===== config.mk =====
export PLATFORM = sky130hd
export DESIGN_NAME = jtframe_sort_finder
export DESIGN_NICKNAME = d
export VERILOG_FILES = /design/src/rtl/jtframe_sort_finder.sv
export SDC_FILE = /design/constraint.sdc
export NUM_CORES = 1
export LEC_CHECK = 0
export BUFFER_PORTS_ARGS = -buffer_cell sky130_fd_sc_hd__buf_4
export CORE_ASPECT_RATIO = 1.1
export CORE_MARGIN = 2
export CORE_UTILIZATION = 25
export DETAILED_ROUTE_END_ITERATION = 12
export GPL_TIMING_DRIVEN = 1
export HOLD_SLACK_MARGIN = 0.08
export PLACE_DENSITY_LB_ADDON = 0.3
export SYNTH_ARGS = -nofsm -noshare
export SYNTH_HDL_FRONTEND = slang
export SYNTH_SLANG_ARGS = --single-unit

===== constraint.sdc =====
create_clock -name clk -period 15.83 [get_ports clk]
set_input_delay 0.7915 -clock clk [delete_from_list [all_inputs] [get_ports clk]]
set_output_delay 0.7915 -clock clk [all_outputs]
set_load 0.005 [all_outputs]

===== src/rtl/jtframe_sort_finder.sv =====
// Recovers the nibble permutation code (0-23) from (scrambled, expected) sample pairs.
// Each accepted sample is tested against one candidate code per clock, and inconsistent codes are dropped.
module jtframe_sort_finder #(
    parameter int MAXSMP = 16,
    parameter int CW     = 8
) (
    input  logic          clk,
    input  logic          rst,
    input  logic          start,
    input  logic          in_valid,
    output logic          in_ready,
    input  logic [3:0]    scr,
    input  logic [3:0]    exp,
    output logic          busy,
    output logic          done,
    output logic          found,
    output logic          none,
    output logic [4:0]    code,
    output logic [23:0]   mask,
    output logic [CW-1:0] count
);

    localparam logic [1:0] IDLE    = 2'd0;
    localparam logic [1:0] COLLECT = 2'd1;
    localparam logic [1:0] SCAN    = 2'd2;
    localparam logic [1:0] DONE    = 2'd3;

    // Source index for out[3],out[2],out[1],out[0], two bits each, indexed by code
    localparam logic [7:0] PERM_SRC [24] = '{
        8'b11_10_01_00, 8'b11_10_00_01, 8'b11_01_10_00, 8'b11_01_00_10, 8'b11_00_01_10, 8'b11_00_10_01,
        8'b10_11_01_00, 8'b10_11_00_01, 8'b10_01_11_00, 8'b10_01_00_11, 8'b10_00_01_11, 8'b10_00_11_01,
        8'b01_10_11_00, 8'b01_10_00_11, 8'b01_11_10_00, 8'b01_11_00_10, 8'b01_00_11_10, 8'b01_00_10_11,
        8'b00_10_01_11, 8'b00_10_11_01, 8'b00_01_10_11, 8'b00_01_11_10, 8'b00_11_01_10, 8'b00_11_10_01
    };

    logic [1:0]    state_reg;
    logic [23:0]   mask_reg;
    logic [CW-1:0] count_reg;
    logic [4:0]    idx_reg;
    logic [3:0]    scr_reg;
    logic [3:0]    exp_reg;
    logic          done_reg;
    logic          found_reg;
    logic          none_reg;
    logic [4:0]    code_reg;

    logic [23:0]   kill;
    logic [23:0]   mask_next;
    logic [4:0]    pop_next;
    logic [4:0]    first_next;

    // Only the candidate currently addressed by idx_reg can be eliminated
    for (genvar gi = 0; gi < 24; gi++) begin : g_cand
        localparam logic [7:0] SRC = PERM_SRC[gi];
        logic [3:0] permuted;
        assign permuted = {scr_reg[SRC[7:6]], scr_reg[SRC[5:4]], scr_reg[SRC[3:2]], scr_reg[SRC[1:0]]};
        assign kill[gi] = (idx_reg == 5'(gi)) && (permuted != exp_reg);
    end

    assign mask_next = mask_reg & ~kill;

    always_comb begin
        pop_next   = 5'd0;
        first_next = 5'h1F;
        for (int i = 23; i >= 0; i--) begin
            if (mask_next[i]) begin
                pop_next   = pop_next + 5'd1;
                first_next = 5'(i);
            end
        end
    end

    always_ff @(posedge clk or posedge rst) begin
        if (rst) begin
            state_reg <= IDLE;
            mask_reg  <= 24'hFFFFFF;
            count_reg <= '0;
            idx_reg   <= 5'd0;
            scr_reg   <= 4'd0;
            exp_reg   <= 4'd0;
            done_reg  <= 1'b0;
            found_reg <= 1'b0;
            none_reg  <= 1'b0;
            code_reg  <= 5'h1F;
        end else if (start) begin
            // Restart wins over everything, including a sample offered this cycle
            state_reg <= COLLECT;
            mask_reg  <= 24'hFFFFFF;
            count_reg <= '0;
            idx_reg   <= 5'd0;
            done_reg  <= 1'b0;
            found_reg <= 1'b0;
            none_reg  <= 1'b0;
            code_reg  <= 5'h1F;
        end else begin
            case (state_reg)
                COLLECT: begin
                    if (in_valid) begin
                        scr_reg   <= scr;
                        exp_reg   <= exp;
                        count_reg <= count_reg + CW'(1);
                        idx_reg   <= 5'd0;
                        state_reg <= SCAN;
                    end
                end
                SCAN: begin
                    mask_reg <= mask_next;
                    if (idx_reg == 5'd23) begin
                        if (pop_next <= 5'd1 || count_reg == CW'(MAXSMP)) begin
                            state_reg <= DONE;
                            done_reg  <= 1'b1;
                            found_reg <= (pop_next == 5'd1);
                            none_reg  <= (pop_next == 5'd0);
                            code_reg  <= (pop_next == 5'd1) ? first_next : 5'h1F;
                        end else begin
                            state_reg <= COLLECT;
                        end
                    end else begin
                        idx_reg <= idx_reg + 5'd1;
                    end
                end
                default: ;
            endcase
        end
    end

    assign in_ready = (state_reg == COLLECT);
    assign busy     = (state_reg == COLLECT) || (state_reg == SCAN);
    assign done     = done_reg;
    assign found    = found_reg;
    assign none     = none_reg;
    assign code     = code_reg;
    assign mask     = mask_reg;
    assign count    = count_reg;

endmodule


==> run metrics <==
metal2 WL approximately 11000 microns; Clock Tree Buf Depth 2; clock share of power 0.271; Worst setup EP type flop; crit path from exp_reg[1]$_DFFE_PP0P_; gpl congestion around 0.86; FF+latch count, synth 55; cell area power density about 52 mW/mm^2; Final Setup Violations 0; Initial Util 0.255; total power ~0.00045 W; Placed Area 0.00833 sq mm; Clock Sink Count 55; Synth Area per Inst ~8 sq um; Critical Path Start Type flop; max reg flops 24; Die W 170 microns; clk slew on worst S/H paths approximately 0.09 ns; ys flop type dfstp_2; # rows 66; Net Sw Frac 0.417; drt wl/cell between 15 and 20 microns; fin. max-slew vios 0; Min Clock Period, post-route ~15 ns; die area approximately 0.032 sq mm; Final HPWL DP about 19000 microns; Reg2Reg Launch Point exp_reg[1]$_DFFE_PP0P_; crit path capture none$_DFFE_PP0P_; worst reg-to-reg path cell count 68; largest net degree at the start of global routing 56; via count 7449; clock skew 0.0134 ns; sequential area share after synthesis 0.186; status complete, no violations; CP dominant cell by count ha_1; met3 wire len 908 microns; layout cells sized above 1 0.178; Synth cell types just under 100; final worst path period share 0.930; Nets roughly 1000; Root Buffer clkbuf_16; Placed Cells 1362; Int Pwr ~0.00026 W; CTS tree yes; number of buffers added on ports 53; Max-Cap Viols 0; synthesis-to-finish area growth 14.2%; Synth Instances slightly below 1000; Final Util 0.291; post-synth top area share 0.100; Syn Std Cell Area ~0.0076 sq mm; GRT Overall Usage 0.147; FMAX between 0.06 and 0.07 GHz; P_sw ~0.00019 W; Logic pwr share 0.340; Required @ worst endpoint roughly 16 ns; drt pass-1 iters 5; slowest stage delay, CP between 0.5 and 0.6 ns; crit path max-delay cell type or4_4; CP Max Fanout 9; first-pass GRT wire length between 30000 and 40000 microns; number of global-route vias before repair 6988; fraction of registers with async set/reset 1.00; num ports 54; core area between 0.02 and 0.03 sq mm; Clock Latency Late Sink between 0.3 and 0.4 ns; synth top area cells dfstp_2, dfrtp_1, xnor2_1; Detailed Route Iter0 Violations 624; Post-Route WL 24100 microns; Worst Path Arrival about 15 ns; CTS Buf Count 5; Final TNS setup 0 ns; Synth top cells by count nand2_1, a21oi_1, nor2_1; highest metal used met4; top-count cell post-synth nand2_1; YS warnings 0; min-delay worst type reg2reg; cell taking the most area after synthesis dfstp_2; Final ANT Viol Nets 0; Non-Filler Instances roughly 1400; post-synth net total around 1000; Pleak between 3 and 4 nW; Via density 5.43; diode count 0; GRT overflow 0; H-tree levels 2; number of synthesized flops with an enable pin 0; Reg power frac 0.388; Max VDD drop roughly 0.044 mV; Post-route DRC 0; # hold bufs at CTS 0; Slew HR 0.244; measured slew at the worst slew-check pin between 1 and 1.5 ns; initial antenna violation count 0; Final Cell Area approximately 0.0087 sq mm; flop-to-flop setup slack around 1.1 ns; FF-to-FF End none$_DFFE_PP0P_; Setup CP Type reg2reg; die height around 190 microns; met1 WL 11300 microns; Fin. Hold Viols 0
## how the worst min path moves through the flow
stage	start	endpoint	cells after the start
after floorplan	mask[23]$_DFFE_PP1P_	mask[23]$_DFFE_PP1P_	2
after global placement	none$_DFFE_PP0P_	none$_DFFE_PP0P_	1
after detailed placement	mask[23]$_DFFE_PP1P_	mask[23]$_DFFE_PP1P_	2
after CTS	mask[23]$_DFFE_PP1P_	mask[23]$_DFFE_PP1P_	2
after global routing	code[0]$_DFFE_PP1P_	code[0]$_DFFE_PP1P_	2
final	mask[23]$_DFFE_PP1P_	mask[23]$_DFFE_PP1P_	2
## layer usage
layer	GRT usage	vias to the layer above
met2	0.251	175
met3	0.0125	20
met1	0.201	3568
li1	-	3686
met4	0.0299	0
met5	0	-
## timing repair
| item | 4_1_cts | 5_1_grt |
|---|---|---|
| buffers inserted | 0 | 2 |
| resized for setup | 0 | 30 |
| setup endpoints to repair | 0 | 9 |
## power groups by stage
| stage | Combinational (W) | Sequential, W | Clock, W |
|---|---|---|---|
| floorplan | 0.000127 | 0.000154 | 0 |
| global placement | 0.000145 | 0.000171 | 0 |
| detailed placement | 0.000146 | 0.000171 | 0 |
| CTS | 0.000147 | 0.000169 | 0.000125 |
| global route | 0.000166 | 0.000176 | 0.000130 |
| finish | 0.000153 | 0.000175 | 0.000122 |
## layout make-up
type / count / area [sq um]
well taps: 374 / 468
inverters: 37 / 139
fillers: 3195 / 21100
multi-input cells: 834 / 6000
flip-flops and latches: 55 / 1420
clock buffers: 5 / 125
repair buffers: 64 / 480
clock inverters: 3 / 33.8
## cells in the final DEF, fill, tap and decap left out, types with 6 or more instances in the layout
master and count:
a211o_1 8, buf_4 64, nor4_1 20, dfstp_2 29, nand2_1 102, o31ai_1 15, nand3_1 32, o21ai_1 8
dfrtp_2 6, xor2_1 27, a211oi_1 16, nand4_1 23, nand2b_1 14, mux2_2 11, and3_1 18, inv_1 33
xor2_2 6, ha_1 31, a21o_1 6, a21oi_1 80, o211ai_1 7, a31oi_1 8, o21ai_0 40, dfrtp_1 20
nor3_1 28, mux2i_1 8, o31a_1 16, nor2_1 78, xnor2_1 56, or3_1 10, and2_1 16, o22ai_1 6
## critical path, delay by kind of cell, from the launching register on
kind | cells | cell delay [ns]
AOI/OAI and AO/OA | 28 | 5.27
xor gates and xnor gates | 7 | 1.22
adders and majority gates | 11 | 3.41
buffers and inverters | 2 | 0.14
DFF | 1 | 0.51
muxes | 4 | 0.83
and+or+nand+nor | 16 | 3.23
## logic make-up (layout without fill, tap and decap cells)
| group | after synthesis | count (layout) | share of synthesized area |
|---|---|---|---|
| compound gates | 286 | 286 | 0.267 |
| xor+xnor | 109 | 109 | 0.161 |
| fa+ha+maj | 33 | 33 | 0.0544 |
| buf+inv | 79 | 109 | 0.0434 |
| flops | 55 | 55 | 0.186 |
| mux | 20 | 20 | 0.0284 |
| simple gates | 386 | 386 | 0.260 |
## per-stage QoR
stage          hold slack [ns]  worst slack (ns)
2_1_floorplan            0.472              2.00
3_3_place_gp             0.509             0.284
3_5_place_dp             0.493             0.178
4_1_cts                  0.508             0.126
5_1_grt                  0.551           -0.0381
6_report                 0.509              1.10
Power figures use the tool's default switching activity.
